[src/rtl/rx_pkt_assembler.sv]
// Builds fixed 256-word RX packets: 4 header words, payload from a round-robin selected
// channel FIFO (or the command FIFO), then zero padding, one word per cycle to the USB FIFO.
module rx_pkt_assembler #(
  parameter int         NUM_CHAN     = 2,
  parameter logic [4:0] CTRL_CHAN_ID = 5'h1F
) (
  input  logic              rxclk,
  input  logic              reset,
  input  logic [31:0]       adctime,
  input  logic [NUM_CHAN:0] chan_empty,
  input  logic [9:0]        chan_usedw,
  input  logic [15:0]       chan_fifodata,
  input  logic              have_space,
  input  logic [31:0]       rssi_0,
  input  logic [31:0]       rssi_1,
  input  logic [31:0]       rssi_2,
  input  logic [31:0]       rssi_3,
  input  logic [1:0]        underrun,
  output logic [3:0]        rd_select,
  output logic              chan_rdreq,
  output logic              WR,
  output logic [15:0]       fifodata,
  output logic [7:0]        debugbus
);

  localparam logic [8:0] PKT_WORDS = 9'd256;
  localparam logic [8:0] MAX_LEN   = 9'd252;
  localparam logic [3:0] CMD_IDX   = 4'(NUM_CHAN);

  typedef enum logic [2:0] {
    IDLE    = 3'd0,
    SEL     = 3'd1,
    HDR0    = 3'd2,
    HDR1    = 3'd3,
    TS0     = 3'd4,
    TS1     = 3'd5,
    PAYLOAD = 3'd6,
    PAD     = 3'd7
  } state_t;

  state_t      state_q;
  logic [3:0]  rdSelect_q;
  logic [3:0]  rrPtr_q;
  logic        rdreq_q;
  logic        wr_q;
  logic [15:0] data_q;
  logic [8:0]  wordCnt_q;
  logic [8:0]  rdCnt_q;
  logic [8:0]  payCnt_q;
  logic [8:0]  len_q;
  logic [31:0] ts_q;
  logic [15:0] hdr1_q;

  logic        hiValid, loValid;
  logic [3:0]  hiIdx, loIdx;
  logic        pickValid_d;
  logic [3:0]  pickIdx_d;
  logic [3:0]  rrNext_d;
  logic        isCmd_d;
  logic [8:0]  len_d;
  logic        accept_d;
  logic [31:0] rssiSel_d;
  logic [5:0]  rssi6_d;
  logic        urun_d;
  logic [4:0]  chanId_d;
  logic [15:0] hdr1_d;

  // Lowest eligible index at or above the RR pointer wins, otherwise wrap to the lowest overall.
  always_comb begin
    hiValid = 1'b0;
    hiIdx   = 4'd0;
    loValid = 1'b0;
    loIdx   = 4'd0;
    for (int i = NUM_CHAN; i >= 0; i--) begin
      if (!chan_empty[i]) begin
        loValid = 1'b1;
        loIdx   = 4'(i);
        if (4'(i) >= rrPtr_q) begin
          hiValid = 1'b1;
          hiIdx   = 4'(i);
        end
      end
    end
    pickValid_d = hiValid | loValid;
    pickIdx_d   = hiValid ? hiIdx : loIdx;
  end

  assign rrNext_d = (rdSelect_q >= CMD_IDX) ? 4'd0 : rdSelect_q + 4'd1;
  assign isCmd_d  = (rdSelect_q == CMD_IDX);
  assign len_d    = (chan_usedw >= 10'd252) ? MAX_LEN : chan_usedw[8:0];
  assign accept_d = isCmd_d ? (len_d != 9'd0) : (chan_usedw >= 10'd252);

  always_comb begin
    rssiSel_d = '0;
    if (!isCmd_d) begin
      case (rdSelect_q)
        4'd0:    rssiSel_d = rssi_0;
        4'd1:    rssiSel_d = rssi_1;
        4'd2:    rssiSel_d = rssi_2;
        4'd3:    rssiSel_d = rssi_3;
        default: rssiSel_d = '0;
      endcase
    end
  end

  assign rssi6_d  = (|rssiSel_d[31:6]) ? 6'h3F : rssiSel_d[5:0];
  assign urun_d   = (!isCmd_d && rdSelect_q < 4'd2) ? underrun[rdSelect_q[0]] : 1'b0;
  assign chanId_d = isCmd_d ? CTRL_CHAN_ID : {1'b0, rdSelect_q};
  assign hdr1_d   = {urun_d, 1'b0, rssi6_d, 3'd0, chanId_d};

  // Outputs are registered: state_q names the word currently presented on fifodata.
  always_ff @(posedge rxclk) begin
    if (reset) begin
      state_q    <= IDLE;
      rdSelect_q <= 4'd0;
      rrPtr_q    <= 4'd0;
      rdreq_q    <= 1'b0;
      wr_q       <= 1'b0;
      data_q     <= 16'd0;
      wordCnt_q  <= 9'd0;
      rdCnt_q    <= 9'd0;
      payCnt_q   <= 9'd0;
      len_q      <= 9'd0;
      ts_q       <= 32'd0;
      hdr1_q     <= 16'd0;
    end else begin
      case (state_q)
        IDLE: begin
          wr_q    <= 1'b0;
          rdreq_q <= 1'b0;
          if (have_space && pickValid_d) begin
            rdSelect_q <= pickIdx_d;
            state_q    <= SEL;
          end
        end
        SEL: begin
          if (accept_d) begin
            len_q     <= len_d;
            ts_q      <= adctime;
            hdr1_q    <= hdr1_d;
            wr_q      <= 1'b1;
            data_q    <= {7'd0, len_d[7:0], 1'b0};
            wordCnt_q <= 9'd1;
            rdCnt_q   <= 9'd0;
            payCnt_q  <= 9'd0;
            state_q   <= HDR0;
          end else begin
            rrPtr_q <= rrNext_d;
            state_q <= IDLE;
          end
        end
        default: begin
          if (wordCnt_q == PKT_WORDS) begin
            wr_q    <= 1'b0;
            rdreq_q <= 1'b0;
            data_q  <= 16'd0;
            rrPtr_q <= rrNext_d;
            state_q <= IDLE;
          end else begin
            wordCnt_q <= wordCnt_q + 9'd1;
            // Reads start one cycle early so the FIFO latency is hidden behind TS0/TS1.
            rdreq_q <= (state_q != HDR0) && (rdCnt_q < len_q);
            if ((state_q != HDR0) && (rdCnt_q < len_q)) begin
              rdCnt_q <= rdCnt_q + 9'd1;
            end
            case (state_q)
              HDR0: begin
                data_q  <= hdr1_q;
                state_q <= HDR1;
              end
              HDR1: begin
                data_q  <= ts_q[15:0];
                state_q <= TS0;
              end
              TS0: begin
                data_q  <= ts_q[31:16];
                state_q <= TS1;
              end
              TS1: begin
                data_q   <= chan_fifodata;
                payCnt_q <= 9'd1;
                state_q  <= PAYLOAD;
              end
              PAYLOAD: begin
                if (payCnt_q < len_q) begin
                  data_q   <= chan_fifodata;
                  payCnt_q <= payCnt_q + 9'd1;
                end else begin
                  data_q  <= 16'd0;
                  state_q <= PAD;
                end
              end
              default: data_q <= 16'd0;
            endcase
          end
        end
      endcase
    end
  end

  assign rd_select  = rdSelect_q;
  assign chan_rdreq = rdreq_q;
  assign WR         = wr_q;
  assign fifodata   = data_q;
  assign debugbus   = {state_q, rdSelect_q, wr_q};

endmodule

[config.mk]
export PLATFORM = sky130hd
export DESIGN_NAME = rx_pkt_assembler
export DESIGN_NICKNAME = d
export VERILOG_FILES = /design/src/rtl/rx_pkt_assembler.sv
export SDC_FILE = /design/constraint.sdc
export NUM_CORES = 1
export LEC_CHECK = 0
export BUFFER_PORTS_ARGS = -buffer_cell sky130_fd_sc_hd__buf_4
export CORE_MARGIN = 8
export CORE_UTILIZATION = 40
export CTS_BUF_LIST = sky130_fd_sc_hd__clkbuf_8
export DETAILED_ROUTE_END_ITERATION = 8
export PLACE_DENSITY = 0.76
export SLEW_MARGIN = 25
export SYNTH_ARGS = -nofsm -noshare
export SYNTH_HDL_FRONTEND = slang
export SYNTH_SLANG_ARGS = --single-unit
[constraint.sdc]
create_clock -name rxclk -period 3 [get_ports rxclk]
set_input_delay 0.45 -clock rxclk [delete_from_list [all_inputs] [get_ports rxclk]]
set_output_delay 0.45 -clock rxclk [all_outputs]
set_load 0.01 [all_outputs]
==> reports/metrics.yaml <==
dieArea_sq_mm: 0.0180
async_flop_share_pct: 0
r2r_cells: 8
synth_area_per_cell_sq_um: 8.06
firstDrtPassIters: 6
r2r_slack_ps: 470
power_leakage_nw: 2.89
clkSinkCount: 104
yosysTopAreaCell: "dfxtp_1"
setup-tns-final_ps: 0
die-height_um: 134
rsz0062_at_grt: "false"
fin_crit_sh_pct: 84.4
syn2layout_area_growth_pct: 30.3
netlist_instances: 692
maxSlewHeadroom_pct: 45.0
hp-start: "adctime[0]"
ys_seq_area_share_pct: 37.4
die_w_um: 134
drc: 0
layout.core_utilization_pct: 52.7
drive_gt1_share_pct: 27.6
path_buf_inv: 3
yosys-top-cells-area: "dfxtp_1, nand2_1, a21oi_1"
dp_hpwl_um: 14600
fmax_mhz: 395
synthFlopType: "dfxtp_1"
grt_pass1_wl_um: 29100
ys_types: 72
start_util_pct: 40.5
core_area_sq_mm: 0.0138
via_per_inst: 5.47
worstPathArrival_ps: 2850
max-cap-violations: 0
start_kind: "flip-flop"
nNetsFinal: 1070
worstMarginPinSlew_ps: 818
cts_buffers: 9
period_minus_slack_ps: 2530
grt_max_degree: 53
yosysMostFrequentCell: "nand2_1"
yosysTopAreaCellShare_pct: 37.4
yosys-top-cells-count: "nand2_1, dfxtp_1, a21oi_1"
worstReg2RegEnd: "rdCnt_q[8]"
cts_resized: 0
synth_edf_count: 0
grt_antenna_before_repair: 0
holdPathStages: 3
port_buffers: 187
cp_top_family: "simple AND/OR/NAND/NOR gates"
worstSkewPairLatency_ps: 390
hold_viol_final: 0
hold_path_class: "input pin to flip-flop"
worst-path-max-fanout: 15
cts_tree: "built"
skew_ps: 11.5
fin_ws_ps: 468
cts_setup_buffers: 0
place.gp.congestion: 0.878
cellPowerDensity_mw_per_mm2: 422
overflow: 0
slowest_stage: "nor3_1"
maxSlewViolCount: 0
max-clock-path-buffers: 2
root_buffer: "clkbuf_8"
ant_nets: 0
first_iter_violations: 392
rows: 43
worstSetupPathType: "flip-flop to flip-flop"
hold_buffers: 0
worstSetupEndpointType: "flip-flop"
antennaDiodeCount: 0
routed_wl_um: 18600
via_count: 5697
crit_top_cell: "buf_4"
wl_per_cell_um: 17.9
status: "completed"
cp.required_ps: 3320
vdd_drop_max_mv: 0.260
yosysWarnings: 0
regToRegStartpoint: "state_q[0]"
crit_chain: "buf_4, inv_1, nor3_1, o21a_2, nor2_1, buf_4, or4_1, a21oi_1"
synth_area_sq_mm: 0.00557
ios: 224
setup_violations: 0
holdPathEnd: "ts_q[0]"
fin_hold_ws_ps: 293
grt_usage_pct: 20.3
cts_max_level: 3
pre_cts_slack_ps: 429
cp_slowest_stage_delay_ps: 530
grt_pass1_vias: 5606
path_clk_slew_ps: 110
synth-seq-cells: 104
[flip-flops by register name, indices dropped and copies added, names as in the netlist]
| name | flops |
|---|---|
| hdr1_q | 10 |
| fifodata | 16 |
| state_q | 3 |
| rrPtr_q | 3 |
| len_q | 9 |
| rdCnt_q | 9 |
| payCnt_q | 9 |
| wordCnt_q | 9 |
| rd_select | 2 |
| ts_q | 32 |
| chan_rdreq | 1 |
| WR | 1 |
[report_power, final]
group	switching [W]	internal, W	total, W
registers	0.0000513	0.00146	0.00151
logic	0.000373	0.000321	0.000693
clock network	0.000526	0.000337	0.000863
[per-stage QoR]
stage	area (sq um)	power, W	std cells
floorplan	5590	0.00192	695
global placement	7070	0.00222	1025
detailed placement	7070	0.00223	1025
CTS	7260	0.00307	1041
global route	7260	0.00322	1041
finish	7260	0.00306	1041
[worst max-delay path by stage]
stage	cells past startpoint	slack, ps	end	startpoint
2_1_floorplan	9	930	rdCnt_q[5]	chan_usedw[9]
5_1_grt	5	170	fifodata[3]	state_q[2]
3_3_place_gp	7	440	rdCnt_q[3]	chan_usedw[4]
6_report	8	470	rdCnt_q[8]	state_q[0]
3_5_place_dp	7	430	rdCnt_q[3]	chan_usedw[4]
4_1_cts	8	480	rdCnt_q[8]	state_q[0]
[cell type report]
class	instances	area, sq um
inverter	12	45.0
clock buffer	10	138
clock inverter	6	50.0
timing repair buffer	201	1510
tap	180	225
sequential	104	2080
multi-input combinational	528	3210
fill	1362	6510
[kinds of logic (layout without fill, tap and decap cells)]
logic type | after synthesis | after routing | share of synthesized area (%)
mux | 21 | 21 | 3.91
simple gates | 276 | 276 | 24.2
buf+inv | 63 | 229 | 5.32
compound gates | 202 | 202 | 23.9
flops | 104 | 104 | 37.4
other cells | 1 | 4 | 0.0673
fa+ha+maj | 20 | 20 | 4.49
xor+xnor | 5 | 5 | 0.786
[layout by cell type, fill, tap and decap left out, drive strengths merged, types with 4 or more instances in the layout]
master	Yosys	routed
nor4b	7	7
buf	27	201
inv	12	15
a21oi	76	76
a221oi	8	8
or3	10	10
and3	6	6
a221o	6	6
dfxtp	104	104
xor2	5	5
nor2	55	55
a21o	8	8
nor3	23	23
clkbuf	24	10
o211ai	4	4
mux2	6	6
conb	1	4
a211oi	18	18
nand3	10	10
ha	20	20
nor2b	5	5
nand2b	8	8
o21ai	31	31
nor4	23	23
nand2	107	107
o22ai	8	8
mux2i	15	15
o2111ai	6	6
or4	6	6
a22o	9	9
[per-layer routing]
| metal | track usage [%] | wire length (um) | up-vias |
|---|---|---|---|
| met3 | 5.95 | 1240 | 18 |
| met1 | 23.7 | 7680 | 2634 |
| met4 | 4.68 | 271 | 0 |
| met2 | 35.5 | 9410 | 184 |
| li1 | - | - | 2861 |
| met5 | 0 | 0 | - |
[worst register-to-register path, cell delays in order (launching register included)]
cell and delay [ps]:
dfxtp_1 350, buf_4 170, inv_1 80, nor3_1 530, o21a_2 430, nor2_1 110, buf_4 180, or4_1 470
a21oi_1 150
(Power assumes the default switching activity.)
